`src/rtl/if_fetch_stage_pkg.sv`:
```
// Shared constants for the fetch stage: next-PC select encodings, bubble encoding,
// FSM state constants and the redirect target selector.
package if_fetch_stage_pkg;

    localparam logic [1:0] NPC_BEQ = 2'd0;
    localparam logic [1:0] NPC_JR  = 2'd1;
    localparam logic [1:0] NPC_J   = 2'd2;

    localparam logic [31:0] NOP_ENC = 32'h0000_0000;

    localparam logic [1:0] ST_FETCH = 2'd0;
    localparam logic [1:0] ST_WAIT  = 2'd1;
    localparam logic [1:0] ST_HOLD  = 2'd2;

    // Select 3 is reserved and falls back to the branch target.
    function automatic logic [31:0] sel_target(
        input logic [1:0]  sel,
        input logic [31:0] beq_addr,
        input logic [31:0] jr_addr,
        input logic [31:0] j_addr
    );
        logic [31:0] t;
        case (sel)
            NPC_BEQ: t = beq_addr;
            NPC_JR:  t = jr_addr;
            NPC_J:   t = j_addr;
            default: t = beq_addr;
        endcase
        return t;
    endfunction

endpackage

```
`src/rtl/if_fetch_stage_if.sv`:
```
// Instruction-memory request/response bus: one outstanding read, req/gnt then rvalid.
interface if_fetch_stage_if;

    logic        req;
    logic [31:0] addr;
    logic        gnt;
    logic        rvalid;
    logic [31:0] rdata;

    modport master (
        output req,
        output addr,
        input  gnt,
        input  rvalid,
        input  rdata
    );

    modport slave (
        input  req,
        input  addr,
        output gnt,
        output rvalid,
        output rdata
    );

endinterface

```
`src/rtl/if_fetch_stage.sv`:
```
// Instruction-fetch stage: owns the fetch PC, issues single-outstanding reads and
// feeds decode with held/bubbled instructions and single-delay-slot redirects.
module if_fetch_stage
    import if_fetch_stage_pkg::*;
#(
    parameter logic [31:0] RESET_PC  = 32'h0000_0000,
    parameter logic [31:0] NOP_INSTR = NOP_ENC
) (
    input  logic                     clk,
    input  logic                     rst,
    if_fetch_stage_if.master         imem,
    input  logic                     stall_id,
    input  logic                     redirect_id,
    input  logic [1:0]               npc_sel_id,
    input  logic [31:0]              beq_bne_addr_id,
    input  logic [31:0]              jr_addr_id,
    input  logic [31:0]              jal_j_addr_id,
    output logic [31:0]              instr_r,
    output logic [31:0]              pc_plus_1_if_r,
    output logic                     instr_valid_if_r
);

    localparam logic [31:0] ALIGN_MASK = 32'hFFFF_FFFC;

    logic [1:0]  state_q,      state_d;
    logic [31:0] fetch_pc_q,   fetch_pc_d;
    logic        redir_pend_q, redir_pend_d;
    logic [31:0] redir_pc_q,   redir_pc_d;
    logic [31:0] buf_instr_q,  buf_instr_d;
    logic [31:0] buf_pc4_q,    buf_pc4_d;
    logic [31:0] instr_q,      instr_d;
    logic [31:0] pc4_q,        pc4_d;
    logic        valid_q,      valid_d;

    logic [31:0] target;
    logic [31:0] fetch_pc4;
    logic [31:0] next_pc;
    logic        deliver;
    logic [31:0] deliver_instr;
    logic [31:0] deliver_pc4;

    assign target    = sel_target(npc_sel_id, beq_bne_addr_id, jr_addr_id, jal_j_addr_id) & ALIGN_MASK;
    assign fetch_pc4 = fetch_pc_q + 32'd4;

    // A redirect arriving together with the delay-slot delivery is used directly.
    assign next_pc = redirect_id  ? target     :
                     redir_pend_q ? redir_pc_q : fetch_pc4;

    assign deliver = ((state_q == ST_WAIT) && imem.rvalid && !stall_id) ||
                     ((state_q == ST_HOLD) && !stall_id);

    assign deliver_instr = (state_q == ST_HOLD) ? buf_instr_q : imem.rdata;
    assign deliver_pc4   = (state_q == ST_HOLD) ? buf_pc4_q   : fetch_pc4;

    assign imem.req  = (state_q == ST_FETCH) && !rst;
    assign imem.addr = fetch_pc_q;

    assign instr_r          = instr_q;
    assign pc_plus_1_if_r   = pc4_q;
    assign instr_valid_if_r = valid_q;

    // Next-state logic for the FSM, PC, redirect latch, skid buffer and decode outputs.
    always_comb begin
        state_d      = state_q;
        fetch_pc_d   = fetch_pc_q;
        redir_pend_d = redir_pend_q;
        redir_pc_d   = redir_pc_q;
        buf_instr_d  = buf_instr_q;
        buf_pc4_d    = buf_pc4_q;
        instr_d      = instr_q;
        pc4_d        = pc4_q;
        valid_d      = valid_q;

        if (redirect_id) begin
            redir_pend_d = 1'b1;
            redir_pc_d   = target;
        end else begin
            redir_pend_d = redir_pend_q;
        end

        case (state_q)
            ST_FETCH: begin
                if (imem.gnt) begin
                    state_d = ST_WAIT;
                end else begin
                    state_d = ST_FETCH;
                end
            end
            ST_WAIT: begin
                if (imem.rvalid && stall_id) begin
                    buf_instr_d = imem.rdata;
                    buf_pc4_d   = fetch_pc4;
                    state_d     = ST_HOLD;
                end else if (imem.rvalid) begin
                    state_d = ST_FETCH;
                end else begin
                    state_d = ST_WAIT;
                end
            end
            ST_HOLD: begin
                if (!stall_id) begin
                    state_d = ST_FETCH;
                end else begin
                    state_d = ST_HOLD;
                end
            end
            default: begin
                state_d = ST_FETCH;
            end
        endcase

        // Stall freezes the decode-facing registers; otherwise deliver or bubble.
        if (deliver) begin
            instr_d      = deliver_instr;
            pc4_d        = deliver_pc4;
            valid_d      = 1'b1;
            fetch_pc_d   = next_pc & ALIGN_MASK;
            redir_pend_d = 1'b0;
        end else if (!stall_id) begin
            instr_d = NOP_INSTR;
            valid_d = 1'b0;
        end else begin
            instr_d = instr_q;
            valid_d = valid_q;
        end
    end

    // State registers with synchronous reset.
    always_ff @(posedge clk) begin
        if (rst) begin
            state_q      <= ST_FETCH;
            fetch_pc_q   <= RESET_PC & ALIGN_MASK;
            redir_pend_q <= 1'b0;
            redir_pc_q   <= 32'h0000_0000;
            buf_instr_q  <= NOP_INSTR;
            buf_pc4_q    <= 32'h0000_0000;
            instr_q      <= NOP_INSTR;
            pc4_q        <= 32'h0000_0000;
            valid_q      <= 1'b0;
        end else begin
            state_q      <= state_d;
            fetch_pc_q   <= fetch_pc_d;
            redir_pend_q <= redir_pend_d;
            redir_pc_q   <= redir_pc_d;
            buf_instr_q  <= buf_instr_d;
            buf_pc4_q    <= buf_pc4_d;
            instr_q      <= instr_d;
            pc4_q        <= pc4_d;
            valid_q      <= valid_d;
        end
    end

endmodule

```
`src/flat_wrapper.sv`:
```
// flat-port wrapper written by rule: the top's interface ports become plain ports
module if_fetch_stage_flat import if_fetch_stage_pkg::*;
#(
    parameter logic [31:0] RESET_PC  = 32'h0000_0000,
    parameter logic [31:0] NOP_INSTR = NOP_ENC
)
  (clk, rst, stall_id, redirect_id, npc_sel_id, beq_bne_addr_id, jr_addr_id, jal_j_addr_id, instr_r, pc_plus_1_if_r, instr_valid_if_r, imem_req, imem_addr, imem_gnt, imem_rvalid, imem_rdata);
  if_fetch_stage_if imem_i ();
  input  logic clk;
  input  logic rst;
  input  logic stall_id;
  input  logic redirect_id;
  input  logic [1:0] npc_sel_id;
  input  logic [31:0] beq_bne_addr_id;
  input  logic [31:0] jr_addr_id;
  input  logic [31:0] jal_j_addr_id;
  output logic [31:0] instr_r;
  output logic [31:0] pc_plus_1_if_r;
  output logic instr_valid_if_r;
  output wire logic [$bits(imem_i.req)-1:0] imem_req;
  output wire logic [$bits(imem_i.addr)-1:0] imem_addr;
  input wire logic [$bits(imem_i.gnt)-1:0] imem_gnt;
  input wire logic [$bits(imem_i.rvalid)-1:0] imem_rvalid;
  input wire logic [$bits(imem_i.rdata)-1:0] imem_rdata;
  assign imem_req = imem_i.req;
  assign imem_addr = imem_i.addr;
  assign imem_i.gnt = imem_gnt;
  assign imem_i.rvalid = imem_rvalid;
  assign imem_i.rdata = imem_rdata;
  if_fetch_stage #(.RESET_PC(RESET_PC), .NOP_INSTR(NOP_INSTR)) u_core (.clk(clk), .rst(rst), .imem(imem_i), .stall_id(stall_id), .redirect_id(redirect_id), .npc_sel_id(npc_sel_id), .beq_bne_addr_id(beq_bne_addr_id), .jr_addr_id(jr_addr_id), .jal_j_addr_id(jal_j_addr_id), .instr_r(instr_r), .pc_plus_1_if_r(pc_plus_1_if_r), .instr_valid_if_r(instr_valid_if_r));
endmodule
```
`config.mk`:
```
export PLATFORM = sky130hd
export DESIGN_NAME = if_fetch_stage_flat
export DESIGN_NICKNAME = d
export VERILOG_FILES = /design/src/rtl/if_fetch_stage_pkg.sv /design/src/rtl/if_fetch_stage_if.sv /design/src/rtl/if_fetch_stage.sv /design/src/flat_wrapper.sv
export SDC_FILE = /design/constraint.sdc
export NUM_CORES = 1
export LEC_CHECK = 0
export ABC_CLOCK_PERIOD_IN_PS = 5900
export CORE_ASPECT_RATIO = 1.75
export CORE_UTILIZATION = 49
export DETAILED_ROUTE_END_ITERATION = 7
export PLACE_DENSITY_LB_ADDON = 0.2
export SKIP_LAST_GASP = 1
export SYNTH_ARGS = -nofsm -noshare
export SYNTH_HDL_FRONTEND = slang
export SYNTH_SLANG_ARGS = --single-unit
export TNS_END_PERCENT = 100
```
`constraint.sdc`:
```
create_clock -name clk -period 5.9 [get_ports clk]
set_clock_uncertainty 0.05 [all_clocks]
set_input_delay 0.59 -clock clk [delete_from_list [all_inputs] [get_ports clk]]
set_output_delay 0.59 -clock clk [all_outputs]
set_load 0.02 [all_outputs]
```
# Word-level counts from Yosys, hierarchy flattened

Index checks and enable logic that the tools add are counted.

Flip-flop bits (word level): 192
Input port bits: 136

Add/sub/neg operators: 1
Eq/ne operators: 5
Mux-type cells: 14
Reduce and logical (&&, ||, !) cells: 11

Operators by type and width:

| cell                                                 | count |
|---|---|
| 2-to-1 mux 32 bit                                    | 6 |
| case mux 32 bit (2 select lines)                     | 1 |
| adder 32 x 3 -> 32 bit (second input constant)       | 1 |
| case mux 2 bit (3 select lines)                      | 1 |
| logical AND 1 bit                                    | 5 |
| equality test 2 x 1 -> 1 bit (second input constant) | 2 |
| equality test 2 bit (second input constant)          | 2 |
| 2-to-1 mux 1 bit                                     | 4 |
| 2-to-1 mux 2 bit                                     | 2 |
| zero test 1 bit                                      | 2 |
| zero test 2 bit                                      | 1 |
| != test 2 x 1 -> 1 bit (second input constant)       | 1 |
| AND reduction 2 bit                                  | 1 |
| OR reduction 2 bit                                   | 1 |
| logical OR 1 bit                                     | 1 |

# Depth between registers and ports, before layout

Depth after elaboration: 5
Gate-level depth with buffers: 9
Mapped depth without buffers: 7

# Worst setup path after synthesis

No wires, ideal clock.

Path type: input port to flip-flop
From: in npc_sel_id[0]
To: reg u_core.fetch_pc_q[22], in the netlist u_core.imem.addr[22]
Library setup time: 0.134 ns
Arrival: 2.085 ns
Setup slack: 3.631 ns
Cell stages on the path: 8
Buffers on the path: 2
Cells stage by stage: inv_1 > ha_1 > clkbuf_1 > clkbuf_1 > o21ai_0 > or2_2 > a22oi_1 > a311oi_1

Cells in the longest elaborated chain, start to end: 3

Ends and longest elaborated chain:

| item                                                                       | line                     | source |
|---|---|---|
| start: declaration                                                         | flat_wrapper.sv:13       | `input logic [1:0] npc_sel_id;` |
| equality test 2 bit / equality test 2 x 1 -> 1 bit (equally long branches) | if_fetch_stage_pkg.sv:23 | `case (sel)` |
| case mux 32 bit (2 select lines) *                                         | if_fetch_stage_pkg.sv:23 |  |
| 2-to-1 mux 32 bit *                                                        | if_fetch_stage.sv:46     | `assign next_pc = redirect_id ? target :` |
| end signal: assignment                                                     | if_fetch_stage.sv:132    | `fetch_pc_q <= RESET_PC & ALIGN_MASK;` |
| end signal: assignment                                                     | if_fetch_stage.sv:142    | `fetch_pc_q <= fetch_pc_d;` |
| end: declaration                                                           | if_fetch_stage.sv:26     | `logic [31:0] fetch_pc_q, fetch_pc_d;` |

Mark *: on every way between the ends. The rest lies on a longest branch, timed or not.
A chain may end at the register's enable or synchronous reset.

# Worst setup path after layout

From: reg u_core.fetch_pc_q[2], in the netlist u_core.imem.addr[2]
To: reg u_core.pc4_q[16], in the netlist u_core.pc_plus_1_if_r[16]

Cells in the longest elaborated chain, start to end: 2

Ends and longest elaborated chain:

| item                   | line                  | source |
|---|---|---|
| adder 32 x 3 -> 32 bit | if_fetch_stage.sv:43  | `assign fetch_pc4 = fetch_pc_q + 32'd4;` |
| 2-to-1 mux 32 bit      | if_fetch_stage.sv:53  | `assign deliver_pc4 = (state_q == ST_HOLD) ? buf_pc4_q : fetch_pc4;` |
| end signal: assignment | if_fetch_stage.sv:148 | `pc4_q <= pc4_d;` |
| end: declaration       | if_fetch_stage.sv:32  | `logic [31:0] pc4_q, pc4_d;` |

Every way passes these cells.

==> summary.txt <==
Finish
  – Antenna cells: 0
  – Filler cell count: about 1600
  – Multi-input gate area: about 4500 um^2
  – Nets: between 1000 and 1500
  – Share of post-route cells with drive strength above 1: 0.05118
  – Area occupied by registers: between 3000 and 4000 um^2
  – Syn-to-layout area delta: 32.70%

Global routing
  – Met2 usage: 0.4628
  – Largest net degree at the start of global routing: between 60 and 70
  – GRT busiest layer: met2
  – Initial antenna violation count: 0
  – Met1 Use GR: 0.3038
  – Number of global-route vias before repair: 7728
  – Gr ovfl total: 0
  – Tot GR Track Use: 0.2595
  – Global-route wire length before repair: about 38000 um
  – Met3 usage in global routing: 0.04232

Yosys
  – Cell with the most instances after synthesis: nand2_1
  – Post-synth EDFFs: 0
  – Share of the synthesized area in the top cell type: 0.4320
  – Async SR Flop Fraction: 0
  – Gate Count Post-Synth: 1097
  – YS warnings: 0
  – Yosys top cell by area: dfxtp_1
  – Number of synthesized register bits: around 190
  – Synth Flop Type: dfxtp_1
  – Cell Area, Synth: slightly below 9000 um^2
  – Avg Cell Area, Syn: roughly 7.9 um^2
  – Sequential area share after synthesis: 0.4320
  – Post-synth top cells: nand2_1, dfxtp_1, a21oi_1, o21ai_0, clkbuf_1
  – Ranking of synthesized cells by area: dfxtp_1, nand2_1, a21oi_1
  – Netlist cell types: slightly below 60

Critical path
  – WP data arrival: 3.21 ns
  – Slowest stage cell, crit path: nor2_1
  – Critical Path Start Type: flip-flop
  – R2R depth: 6
  – CP Capture Type: flip-flop
  – Crit path launch: u_core.imem.addr[2]
  – Worst Path Required: 6.12 ns
  – CP Cell Sequence: ha_1 -> nand3_1 -> nor2_1 -> nand4_1 -> xor2_1 -> o22ai_1
  – FF-to-FF End: u_core.pc_plus_1_if_r[16]
  – Origin of the critical flop-to-flop path: u_core.imem.addr[2]
  – FF-to-FF setup slack: ~2.9 ns
  – CP Max Fanout: 14
  – CP max stage delay: 0.86 ns
  – Worst setup path endpoint: u_core.pc_plus_1_if_r[16]
  – Worst Path Class, Setup: flip-flop to flip-flop

Placement
  – Worst slack, placed: around 2.5 ns
  – Port buffer count: approximately 220
  – GP Congestion: 0.8543
  – Dpl hpwl: about 16000 um

Timing
  – Final setup margin: between 2 and 3 ns
  – Slew HR: 0.2722
  – RSZ-0062 raised after global routing: no
  – Max Fclk: roughly 330 MHz
  – Setup Total Neg Slack: 0 ns
  – Final Slew Violations: 0
  – Final period util: 0.5066
  – Setup violation total in the final timing report: 0
  – Fin. Hold Viols: 0
  – Final min period: between 2 and 3 ns
  – Hold_ws: 0.3994 ns
  – Worst Tran Pin Value: around 1.1 ns

Floorplan
  – Die width: 102.8 um
  – IO Pins: 234
  – Initial Utilization: 0.4991
  – Die area: 18340 um^2
  – Site Rows: 64
  – Die Span Y: 178.4 um
  – Core area: around 17000 um^2

Clock network
  – Clk buf depth: 2
  – Clock Latency Late Sink: 0.42 ns
  – Total clock sinks: ~190
  – Hold Buf Count CTS: 0
  – H-tree depth: 4
  – Gates resized, CTS repair: 0
  – Root buf cell: clkbuf_16
  – CTS Buf Count: 17
  – TritonCTS clock tree: done
  – Clock transition at the registers of the reported paths: approximately 0.070 ns
  – Post-CTS setup buffer count: 0

Routing
  – Post-route DRC: 0
  – Initial DRC Count: just under 500
  – Pre-antenna DRT Iters: 6
  – Via count: roughly 8500
  – Vias/cell: around 5.7
  – Post-route ant nets: 0
  – Drt wl/cell: between 15 and 20 um
  – Final WL: between 20000 and 25000 um

Min path
  – Hold Startpoint: u_core.pc_plus_1_if_r[4]
  – Min-delay worst type: flip-flop to flip-flop
  – Worst Hold Depth: 2

Outcome
  – Status: finished clean

Power and ir drop
  – Peak VDD IR: ~0.19 mV
  – Leak: 0.003918 uW
  – PD cells: ~250 nW/um^2
  – Pwr Total: 2856 uW

Job
  – # Max-Cap Violations: 0
==> area by class of cell <==
type | instances | share of cell area
clock buffer | 20 | 0.04037
clock inverter | 10 | 0.01006
inverter | 11 | 0.003571
multi-input combinational | 803 | 0.3929
sequential | 188 | 0.3255
tap | 231 | 0.02500
timing repair buffer | 238 | 0.2026
==> power by group <==
group          total [uW]  switching [uW]  internal [uW]  leakage [uW]
registers            1350            39.4           1310       0.00153
logic                 369             189            180       0.00212
clock network        1130             481            653      0.000272
total                2860             709           2150       0.00392
==> sequential cells by signal (all words and copies together) (netlist names) <==
signal,count
u_core.imem.addr,30
u_core.instr_valid_if_r,1
u_core.redir_pc_q,30
u_core.pc_plus_1_if_r,30
u_core.buf_instr_q,32
u_core.state_q,2
u_core.instr_r,32
u_core.redir_pend_q,1
u_core.buf_pc4_q,30
==> how the worst min path moves through the flow <==
stage | end | slack (ns)
3_5_place_dp | u_core.instr_r[15] | 0.39
6_report | u_core.pc_plus_1_if_r[4] | 0.40
2_1_floorplan | u_core.buf_instr_q[0] | 0.39
4_1_cts | u_core.pc_plus_1_if_r[4] | 0.41
5_1_grt | u_core.buf_instr_q[26] | 0.42
3_3_place_gp | u_core.instr_valid_if_r | 0.38
==> cell usage in the layout, fill, tap and decap left out, drive strengths merged, types with 4 or more instances in the layout <==
cell,count
a21oi,106
clkdlybuf4s50,222
o211ai,6
a221o,13
xor2,13
nor4,4
nor3,27
nand3,42
mux2i,34
and4,7
nand4,20
a21boi,4
a31oi,22
clkbuf,20
o21ai,92
nand2b,18
a211o,9
nand2,204
nor2b,8
inv,11
a211oi,19
xnor2,11
a22oi,13
a221oi,5
o221ai,6
a311oi,5
clkinvlp,5
dfxtp,188
and3,8
buf,16
conb,4
and2,4
nor2,61
==> kinds of logic after synthesis <==
family,share of synthesized area
AND/OR/NAND/NOR,0.2223
AO/OA/AOI/OAI,0.2272
flip-flops,0.4320
buffers and inverters,0.05055
multiplexers,0.03906
XOR/XNOR,0.02413
adder cells (fa/ha/maj),0.004309
other,0.0004304
==> stage by stage <==
step           instances    util  cell area [um^2]
2_1_floorplan       1100       -              8723
3_3_place_gp        1471  0.6289             10980
3_5_place_dp        1471  0.6289             10980
4_1_cts             1501  0.6623             11560
5_1_grt             1501  0.6623             11560
6_report            1501  0.6623             11560
==> per-layer routing <==
layer  vias up  part of all wire
li1       4214                 -
met1      3994              0.40
met2       298              0.51
met3        43             0.060
met4         0             0.025
met5         -                 0
==> critical path, delay by kind of cell, from the launching register on <==
| kind | cells | cell delay, ns |
|---|---|---|
| simple gates | 3 | 1.40 |
| flops | 1 | 0.61 |
| fa+ha+maj | 1 | 0.33 |
| xor+xnor | 1 | 0.33 |
| compound gates | 1 | 0.13 |
Power figures use the tool's default switching activity.
